===== config.mk =====
export PLATFORM = sky130hd
export DESIGN_NAME = mdu_iter_flat
export DESIGN_NICKNAME = d
export VERILOG_FILES = /design/src/rtl/mdu_iter_if.sv /design/src/rtl/mdu_iter.sv /design/src/flat_wrapper.sv
export SDC_FILE = /design/constraint.sdc
export NUM_CORES = 1
export LEC_CHECK = 0
export BUFFER_PORTS_ARGS = -buffer_cell sky130_fd_sc_hd__buf_4
export CAP_MARGIN = 20
export CORE_ASPECT_RATIO = 1.2
export CORE_MARGIN = 3
export CORE_UTILIZATION = 55
export CTS_CLUSTER_DIAMETER = 60
export CTS_CLUSTER_SIZE = 20
export DETAILED_ROUTE_END_ITERATION = 16
export PLACE_DENSITY_LB_ADDON = 0.12
export SYNTH_ARGS = -nofsm -noshare
export SYNTH_HDL_FRONTEND = slang
export SYNTH_SLANG_ARGS = --single-unit

===== constraint.sdc =====
create_clock -name clk -period 3.5 [get_ports clk]
set_input_delay 0.525 -clock clk [delete_from_list [all_inputs] [get_ports clk]]
set_output_delay 0.525 -clock clk [all_outputs]
set_load 0.02 [all_outputs]

===== src/rtl/mdu_iter_if.sv =====
// rtl/mdu_iter_if.sv - operand, HI/LO access and status bundle for the iterative multiply/divide unit
interface mdu_iter_if;
    logic        start;
    logic [1:0]  op;
    logic [31:0] a;
    logic [31:0] b;
    logic        mthi;
    logic        mtlo;
    logic [31:0] wdata;
    logic        busy;
    logic        done;
    logic        div_by_zero;
    logic [31:0] hi;
    logic [31:0] lo;

    modport master (
        output start, op, a, b, mthi, mtlo, wdata,
        input  busy, done, div_by_zero, hi, lo
    );

    modport slave (
        input  start, op, a, b, mthi, mtlo, wdata,
        output busy, done, div_by_zero, hi, lo
    );
endinterface


===== src/rtl/mdu_iter.sv =====
// rtl/mdu_iter.sv - iterative MULT/MULTU/DIV/DIVU unit holding HI/LO; MDU_EARLY_OUT_EN enables multiply early-out
module mdu_iter #(
    parameter int ITER = 32
) (
    input  logic      clk,
    input  logic      rst_n,
    mdu_iter_if.slave bus
);
    localparam int CW = $clog2(ITER);

    typedef enum logic [2:0] {S_IDLE, S_MUL, S_DIV, S_FIX, S_DONE} state_t;

    state_t      r_state, w_next;
    logic [63:0] r_prod, r_mcand;
    logic [31:0] r_mplr, r_rem, r_quo, r_dvsr, r_hi, r_lo;
    logic [CW-1:0] r_cnt;
    logic        r_is_div, r_neg_q, r_neg_r, r_dbz;

    logic        w_ready, w_accept, w_mt_ok, w_sa, w_sb, w_last, w_mul_last;
    logic [31:0] w_abs_a, w_abs_b, w_quo_fix, w_rem_fix;
    logic [32:0] w_trial;
    logic [63:0] w_prod_fix;

    assign w_ready  = (r_state == S_IDLE) || (r_state == S_DONE);
    assign w_accept = w_ready && bus.start;
    assign w_mt_ok  = w_ready && !bus.start;
    assign w_sa     = bus.op[0] & bus.a[31];
    assign w_sb     = bus.op[0] & bus.b[31];
    assign w_abs_a  = w_sa ? (~bus.a + 32'd1) : bus.a;
    assign w_abs_b  = w_sb ? (~bus.b + 32'd1) : bus.b;
    assign w_last   = (r_cnt == CW'(ITER - 1));

`ifdef MDU_EARLY_OUT_EN
    // Stop once no set multiplier bits remain beyond the one just consumed.
    assign w_mul_last = w_last || (r_mplr[31:1] == 31'd0);
`else
    assign w_mul_last = w_last;
`endif

    // Restoring step: shift the next dividend bit into the partial remainder and try the subtract.
    assign w_trial    = {r_rem, r_quo[31]} - {1'b0, r_dvsr};
    assign w_prod_fix = r_neg_q ? (~r_prod + 64'd1) : r_prod;
    assign w_quo_fix  = r_neg_q ? (~r_quo + 32'd1) : r_quo;
    assign w_rem_fix  = r_neg_r ? (~r_rem + 32'd1) : r_rem;

    always_ff @(posedge clk or negedge rst_n) begin
        if (!rst_n) r_state <= S_IDLE;
        else        r_state <= w_next;
    end

    always_comb begin
        w_next = r_state;
        case (r_state)
            S_IDLE, S_DONE: begin
                if (bus.start)              w_next = bus.op[1] ? S_DIV : S_MUL;
                else if (r_state == S_DONE) w_next = S_IDLE;
            end
            S_MUL:   if (w_mul_last) w_next = S_FIX;
            S_DIV:   if (w_last)     w_next = S_FIX;
            S_FIX:   w_next = S_DONE;
            default: w_next = S_IDLE;
        endcase
    end

    always_comb begin
        bus.busy        = 1'b0;
        bus.done        = 1'b0;
        bus.div_by_zero = 1'b0;
        case (r_state)
            S_MUL, S_DIV, S_FIX: bus.busy = 1'b1;
            S_DONE: begin
                bus.done        = 1'b1;
                bus.div_by_zero = r_dbz;
            end
            default: ;
        endcase
    end

    assign bus.hi = r_hi;
    assign bus.lo = r_lo;

    always_ff @(posedge clk or negedge rst_n) begin
        if (!rst_n) begin
            r_prod   <= '0;
            r_mcand  <= '0;
            r_mplr   <= '0;
            r_rem    <= '0;
            r_quo    <= '0;
            r_dvsr   <= '0;
            r_cnt    <= '0;
            r_is_div <= 1'b0;
            r_neg_q  <= 1'b0;
            r_neg_r  <= 1'b0;
            r_dbz    <= 1'b0;
            r_hi     <= '0;
            r_lo     <= '0;
        end else begin
            if (w_accept) begin
                r_prod   <= '0;
                r_mcand  <= {32'd0, w_abs_a};
                r_mplr   <= w_abs_b;
                r_rem    <= '0;
                r_quo    <= w_abs_a;
                r_dvsr   <= w_abs_b;
                r_cnt    <= '0;
                r_is_div <= bus.op[1];
                r_neg_q  <= w_sa ^ w_sb;
                r_neg_r  <= w_sa;
            end
            if (w_mt_ok && bus.mthi) r_hi <= bus.wdata;
            if (w_mt_ok && bus.mtlo) r_lo <= bus.wdata;

            case (r_state)
                S_MUL: begin
                    if (r_mplr[0]) r_prod <= r_prod + r_mcand;
                    r_mcand <= r_mcand << 1;
                    r_mplr  <= r_mplr >> 1;
                    r_cnt   <= r_cnt + 1'b1;
                end
                S_DIV: begin
                    if (!w_trial[32]) begin
                        r_rem <= w_trial[31:0];
                        r_quo <= {r_quo[30:0], 1'b1};
                    end else begin
                        r_rem <= {r_rem[30:0], r_quo[31]};
                        r_quo <= {r_quo[30:0], 1'b0};
                    end
                    r_cnt <= r_cnt + 1'b1;
                end
                S_FIX: begin
                    if (r_is_div) begin
                        // A zero divisor leaves the dividend magnitude in r_rem, so hi comes back as a.
                        r_hi  <= w_rem_fix;
                        r_lo  <= (r_dvsr == 32'd0) ? 32'hFFFF_FFFF : w_quo_fix;
                        r_dbz <= (r_dvsr == 32'd0);
                    end else begin
                        r_hi  <= w_prod_fix[63:32];
                        r_lo  <= w_prod_fix[31:0];
                        r_dbz <= 1'b0;
                    end
                end
                default: ;
            endcase
        end
    end
endmodule


===== src/flat_wrapper.sv =====
// flat-port wrapper written by rule: the top's interface ports become plain ports
module mdu_iter_flat 
#(
    parameter int ITER = 32
)
  (clk, rst_n, bus_start, bus_op, bus_a, bus_b, bus_mthi, bus_mtlo, bus_wdata, bus_busy, bus_done, bus_div_by_zero, bus_hi, bus_lo);
  mdu_iter_if bus_i ();
  input  logic clk;
  input  logic rst_n;
  input wire logic [$bits(bus_i.start)-1:0] bus_start;
  input wire logic [$bits(bus_i.op)-1:0] bus_op;
  input wire logic [$bits(bus_i.a)-1:0] bus_a;
  input wire logic [$bits(bus_i.b)-1:0] bus_b;
  input wire logic [$bits(bus_i.mthi)-1:0] bus_mthi;
  input wire logic [$bits(bus_i.mtlo)-1:0] bus_mtlo;
  input wire logic [$bits(bus_i.wdata)-1:0] bus_wdata;
  output wire logic [$bits(bus_i.busy)-1:0] bus_busy;
  output wire logic [$bits(bus_i.done)-1:0] bus_done;
  output wire logic [$bits(bus_i.div_by_zero)-1:0] bus_div_by_zero;
  output wire logic [$bits(bus_i.hi)-1:0] bus_hi;
  output wire logic [$bits(bus_i.lo)-1:0] bus_lo;
  assign bus_i.start = bus_start;
  assign bus_i.op = bus_op;
  assign bus_i.a = bus_a;
  assign bus_i.b = bus_b;
  assign bus_i.mthi = bus_mthi;
  assign bus_i.mtlo = bus_mtlo;
  assign bus_i.wdata = bus_wdata;
  assign bus_busy = bus_i.busy;
  assign bus_done = bus_i.done;
  assign bus_div_by_zero = bus_i.div_by_zero;
  assign bus_hi = bus_i.hi;
  assign bus_lo = bus_i.lo;
  mdu_iter #(.ITER(ITER)) u_core (.clk(clk), .rst_n(rst_n), .bus(bus_i));
endmodule

==> impl_metrics.toml, run 1 <==
[route]
initialDrtViolationCount = 2177
routed_wl_mm = 81.9
final_antenna_net_count = 0
detail_route.first_pass.iterations = 6
post_drt_wl_per_cell_um = 23.9
vias_per_cell = 6.56
post-route-drc-count = 0
num_vias = 22523

[die]
chip_height_um = 229
start_util = 0.558
io-pin-count = 170
core.rowCount = 81
floorplan.core_area_um2 = 40900
die_x_um = 192
fp.dieArea_um2 = 44000

[critical_path]
ff2ff_path_depth = 9
critPathRequiredTime_ps = 3920
critical_path_stages = 9
crit_chain = "or4_4 > or3_4 > or3_4 > or4_4 > o31ai_1 > xor2_1 > nor2_1 > a21oi_1 > o21ai_0"
critical_path.startpoint_type = "flip-flop"
worstReg2RegEnd = "u_core.bus.hi[0]"
ff2ff_setup_slack_ps = 60
worstSetupEndpointType = "flip-flop"
cp-startpoint = "u_core.r_prod[24]"
cp.arrival_ps = 3860
crit_family = "simple AND/OR/NAND/NOR gates"
cpPeakStageDelay_ps = 560
slowest_stage = "or4_4"
reg2reg_from = "u_core.r_prod[24]"
critPathCapture = "u_core.bus.hi[0]"
setup.worst_path.class = "reg -> reg"
timing.critical_path.fanout_max = 5
crit_buf_inv = 0

[cts]
clockRootBuffer = "clkbuf_16"
cts_tree = "done"
numCtsBuffers = 34
clkSinkCount = 332
htree_num_levels = 2
cts.reportedPaths.clkPinSlew_ps = 70
clock_insertion_delay_worst_skew_ps = 570
max_buffers_root_to_sink = 3
cts.hold.buffers_added = 0

[yosys]
post_synthesis_cell_count = 2635
synthesis.yosys.warnings = 0
synthAdderAreaFrac = 0.0576
register_bit_total_from_synthesis = 332
ys_dominant_reg_cell = "dfrtp_1"
post_synth_and_or_nand_nor_area_fraction = 0.157
synth_mux_area_frac = 0.0149
synth_edf_count = 0
syn_area_um2 = 22900
sequential_cell_area_fraction_in_the_yosys_report = 0.364
yosys.area_share.xor_xnor = 0.0985
synth_compound_area_frac = 0.269
async_s_r_ff_share_synth = 1.00
mappedNetlistNets = 2842
synth_top_family_by_area = "compound AO/OA/AOI/OAI gates"
synth_cell_types = 68
syn_avg_cell_area_um2 = 8.67

[final_layout]
multi_input_comb_area_um2 = 13800
nets = 3075
num_antenna_cells = 0
final_layout_size_suffix_gt1_frac = 0.165
final-seq-area_um2 = 8310
layout-area-overhead-vs-synth_pct = 18.5
final_area_um2 = 27100
final_cell_count_no_fill = 3433
num-fill-cells = 3459

[grt]
grt_max_degree = 106
overflow = 0
grt_pass1_wl_mm = 126
grt_pass1_vias = 21611
grt_antenna_before_repair = 0
grt_util_all_layers = 0.367

[status]
violations = "hold timing"
status = "complete, but fails checks"

[place]
post-place-cells = 3369
port-buffer-count = 169
post-dp-hpwl_mm = 61.7
place_worst_setup_slack_ps = -30.5
dpl-instance-area_um2 = 25700
gp_congestion = 1.01

[sta]
worst_hold_slack_ps = -27.8
finalWorstPathRequiredPeriod_ps = 3440
finalHoldViolCount = 5
fmaxAchievable_mhz = 291
drv_slew = 0
final-setup-viol-count = 0
normalized_max_slew_margin = 0.330
rsz_0062_raised_after_global_routing = "yes"
worst-slew-pin-transition_ps = 1000
final_min_period_over_clock_period = 0.982
layout_setup_ws_ps = 64.6
final.setup_skew_ps = 26.4

[power]
leakage_nw = 12.2
worst_vdd_drop_mv = 0.604
powerDensity_nw_per_um2 = 992

[job]
drv_cap = 0

[hold_path]
timing.hold.worst.class = "in -> async"
==> stage by stage <==
| step | hold slack (ps) | setup TNS (ps) | total power, W | util |
|---|---|---|---|---|
| 4_1_cts | 40.1 | 0 | 0.0264 | 0.658 |
| 2_1_floorplan | 229 | 0 | 0.0166 | - |
| 6_report | -27.8 | 0 | 0.0269 | 0.661 |
| 3_3_place_gp | 457 | 0 | 0.0220 | 0.628 |
| 3_5_place_dp | 463 | -53.4 | 0.0223 | 0.628 |
| 5_1_grt | 71.4 | -12.9 | 0.0285 | 0.661 |
==> layer usage <==
metal  vias up  track usage  routed length (um)
met5         -            0                   0
li1      10229            -                   -
met4         0        0.173                4660
met1     11000        0.491               33400
met3       222       0.0553                6180
met2      1072        0.583               37700
==> how the worst min path moves through the flow <==
| stage | start | endpoint | slack [ps] |
|---|---|---|---|
| after floorplan | rst_n | u_core.bus.hi[0] | 230 |
| after CTS | rst_n | u_core.r_quo[5] | 40 |
| final | rst_n | u_core.r_quo[5] | -30 |
| after global placement | u_core.r_mplr[11] | u_core.r_mplr[10] | 460 |
| after detailed placement | u_core.r_mplr[14] | u_core.r_mplr[13] | 460 |
| after global routing | rst_n | u_core.r_quo[5] | 70 |
==> area by class of cell <==
cell class | instances | share of cell area
multi-input combinational | 2067 | 0.509
clock inverter | 20 | 0.00878
inverter | 75 | 0.0104
sequential | 332 | 0.307
timing repair buffer | 358 | 0.104
tap | 539 | 0.0249
clock buffer | 42 | 0.0360
==> worst register-to-register path, stage by stage, from the launching register on <==
cell and delay, ps:
dfrtp_2 430, or4_4 560, or3_4 360, or3_4 370
or4_4 550, o31ai_1 350, xor2_1 390, nor2_1 90
a21oi_1 120, o21ai_0 90
==> kinds of logic after synthesis <==
group                      Yosys count
AOI/OAI and AO/OA                  914
xor gates and xnor gates           257
adders and majority gates          104
buffers and inverters              236
DFF                                332
muxes                               34
and+or+nand+nor                    758
==> cells in the final DEF (no fill, tap or decap), types with 30 or more instances in the layout <==
cell type / count
o31ai_1: 57
nand4_1: 37
mux2i_1: 34
nor2_1: 186
a21oi_1: 156
a21o_1: 64
clkbuf_16: 37
inv_1: 74
a221o_1: 91
xor2_1: 101
buf_4: 348
nand3_1: 93
ha_1: 101
xnor2_1: 156
o21ai_0: 274
dfrtp_1: 329
a22o_1: 34
o221ai_1: 30
nand2_1: 247
==> cell usage after synthesis (4+ instances only) <==
cell,number,share of area
nor2b_1,11,0.0030
o211ai_1,20,0.0066
a21oi_1,159,0.035
o31ai_1,59,0.019
a21boi_0,8,0.0026
a311oi_1,6,0.0023
nand3b_1,4,0.0013
a22oi_1,19,0.0062
a221oi_1,5,0.0019
a31oi_1,28,0.0077
or4_4,4,0.0020
o21a_1,16,0.0053
o41ai_1,26,0.010
and3_1,21,0.0057
a211oi_1,20,0.0066
a21o_1,64,0.021
nor3_1,30,0.0066
dfrtp_1,332,0.36
buf_1,11,0.0018
a22o_1,34,0.013
or3_1,23,0.0063
nand2_1,250,0.041
o21ai_0,278,0.061
xnor2_1,156,0.060
o22ai_1,8,0.0022
and2_1,11,0.0030
inv_1,75,0.012
nor3b_1,4,0.0013
a221o_1,91,0.040
nand3_1,93,0.020
nor2_1,190,0.031
o221ai_1,31,0.012
or4_1,17,0.0056
a211o_1,5,0.0019
ha_1,102,0.056
clkbuf_1,145,0.024
nand2b_1,17,0.0047
nor4_1,25,0.0068
or2_2,10,0.0027
xor2_1,101,0.039
mux2i_1,34,0.015
o21bai_1,16,0.0053
nand4_1,37,0.010
==> state kept, by name, summed over array words and instances, names as in the netlist <==
signal / count
u_core.bus.hi: 32
u_core.r_state: 3
u_core.r_cnt: 5
u_core.r_mplr: 32
u_core.bus.lo: 32
u_core.r_dbz: 1
u_core.r_quo: 32
u_core.r_dvsr: 32
u_core.r_neg_r: 1
u_core.r_rem: 32
u_core.r_mcand: 64
u_core.r_is_div: 1
u_core.r_prod: 64
u_core.r_neg_q: 1
==> timing repair <==
action,CTS,global route
endpoints found under the hold margin,0,0
gates resized for setup,1,26
pin swaps,0,6
setup endpoints to repair,2,53
buffers inserted,0,1
==> power by group <==
part           total, W  switching (W)  leakage, nW  internal (W)
clock network   0.00403        0.00182        0.584       0.00221
registers       0.00700        0.00171         4.25       0.00530
logic            0.0158        0.00928         7.37       0.00655
Note: power is estimated with default switching activity, not from simulation.
==> run 2, diff against run 1 <==
- MAX_ROUTING_LAYER: default -> met4
- PLACE_DENSITY: default -> 0.74
- PLACE_DENSITY_LB_ADDON: 0.12 -> default
==> run 2 against run 1 <==
The flow now finishes without violations. Register-to-register slack worse by 50 ps. Die area unchanged. Utilization is 0.32 points lower. Sequential cell count unchanged. Combinational power about the same. Clock-buffer cell count is 4 lower. Clock skew grew 2.1 ps. Fmax fell by 1.4%. Clock power barely moved. Global-route usage grew 0.66 points. Critical endpoint unchanged. Highest routed layer unchanged.
==> impl_metrics.toml, run 2 (synthesis gave the netlist of run 1 again) <==
[status]
status = "complete, no violations"

[sta]
final_min_period_over_clock_period = 0.995
normalized_max_slew_margin = 0.324
drv_slew = 0
finalHoldViolCount = 0
final.setup_skew_ps = 28.4
finalWorstPathRequiredPeriod_ps = 3480
rsz_0062_raised_after_global_routing = "yes"
final-setup-viol-count = 0
layout_setup_ws_ps = 16.3
fmaxAchievable_mhz = 287
worst_hold_slack_ps = 187
worst-slew-pin-transition_ps = 1010

[critical_path]
cpPeakStageDelay_ps = 570
timing.critical_path.fanout_max = 5
critical_path.startpoint_type = "flip-flop"
worstSetupEndpointType = "flip-flop"
critPathRequiredTime_ps = 3940
cp.arrival_ps = 3920
crit_chain = "or4_4 > or3_4 > or3_4 > or4_4 > o31ai_1 > xor2_1 > nor2_1 > a21oi_1 > o21ai_0"
setup.worst_path.class = "reg -> reg"
slowest_stage = "or4_4"

[place]
place_worst_setup_slack_ps = -69.7
gp_congestion = 1.03
port-buffer-count = 169
post-dp-hpwl_mm = 61.8

[final_layout]
num_antenna_cells = 0
largestRegisters = "u_core.r_mcand (64), u_core.r_prod (64)"
layout-area-overhead-vs-synth_pct = 17.9
finalCoreUtilization = 0.658
num-fill-cells = 3470
layout.cells.most_common = "buf_4"
layout_common_cells = "buf_4 (335), dfrtp_1 (329), o21ai_0 (275)"
nets = 3062
final_layout_size_suffix_gt1_frac = 0.160

[die]
chip_height_um = 229
fp.dieArea_um2 = 44000
core.rowCount = 81
die_x_um = 192
io-pin-count = 170
start_util = 0.558
floorplan.core_area_um2 = 40900

[cts]
clock_insertion_delay_worst_skew_ps = 580
postCtsSetupBuffers = 0
cts_tree = "done"
numCtsBuffers = 34
clockRootBuffer = "clkbuf_16"
cts.reportedPaths.clkPinSlew_ps = 80
clkSinkCount = 332
htree_num_levels = 2
max_buffers_root_to_sink = 3

[route]
initialDrtViolationCount = 2085
post-route-drc-count = 0
final_antenna_net_count = 0
vias_per_cell = 6.64
num_vias = 22698
detail_route.first_pass.iterations = 6
routed_wl_mm = 81.7
post_drt_wl_per_cell_um = 23.9

[grt]
grt_pass1_wl_mm = 125
grt_antenna_before_repair = 0
grt_max_degree = 106
grt_pass1_vias = 21869
grt_util_all_layers = 0.373
overflow = 0

[job]
drv_cap = 0

[power]
powerDensity_nw_per_um2 = 993
worst_vdd_drop_mv = 0.593
leakage_nw = 12.1

[hold_path]
timing.hold.worst.class = "in -> reg"
[run 2: changes by cell type in the layout (fill, tap and decap cells not counted), moves of 3 or more]
cell | before | now
a211oi_2 | 7 | 3
buf_4 | 348 | 335
o31ai_2 | 2 | 5
a211oi_1 | 13 | 17
clkinv_8 | 1 | 5
o31ai_1 | 57 | 53
[run 2: final cells by class]
cell class	count	area, um^2	area share
Clock buffer	38	907	0.0337
Sequential cell	332	8310	0.308
Timing Repair Buffer	345	2700	0.100
Tap cell	539	674	0.0250
Inverter	75	282	0.0104
Clock inverter	23	294	0.0109
Multi-Input combinational cell	2067	13800	0.511
[run 2: path summary, 6_finish.rpt]
kind | end | cells after the start | startpoint | slack, ps
max reg2reg | u_core.bus.hi[0] | 9 | u_core.r_prod[24] | 20
min in group asynchronous | u_core.r_quo[15] | 2 | rst_n | 520
max in group asynchronous | u_core.r_mcand[53] | 3 | rst_n | 2050
max | u_core.bus.hi[0] | 9 | u_core.r_prod[24] | 20
min | u_core.r_is_div | 3 | bus_op[1] | 190
min reg2reg | u_core.r_mplr[12] | 2 | u_core.r_mplr[13] | 490
[run 2: timing repair]
item	4_1_cts	5_1_grt
setup endpoints to repair	1	43
pin swaps	0	3
hold endpoints to repair	65	0
gates resized for setup	1	24
hold buffers	1	0
[run 2: layer usage]
metal,GRT usage,wire length (um),up-vias
li1,-,-,10204
met1,0.466,32400,11106
met2,0.582,37600,1110
met3,0.0603,6460,278
met4,0.198,5240,0
met5,-,0,-
[run 2: critical path: cells and delay by family (launching register included)]
kind | cells | cell delay (ps)
XOR/XNOR | 1 | 270
flip-flops | 1 | 450
AND/OR/NAND/NOR | 5 | 1940
AO/OA/AOI/OAI | 3 | 690
[run 2: stage by stage]
step	TNS [ps]	total power, W	std cells	instance area, um^2
final	0	0.0267	3419	26900
after global routing	-4.22	0.0283	3419	26900
after CTS	0	0.0264	3419	26900
after detailed placement	-69.7	0.0223	3357	25600
after global placement	-51.4	0.0219	3357	25600
after floorplan	0	0.0166	2635	22900
[run 2: power breakdown]
part	switching (W)	internal, W	leakage (nW)	total (W)
clock	0.00188	0.00213	0.581	0.00401
sequential	0.00182	0.00529	4.25	0.00711
combinational	0.00919	0.00644	7.28	0.0156
total	0.0129	0.0139	12.1	0.0267
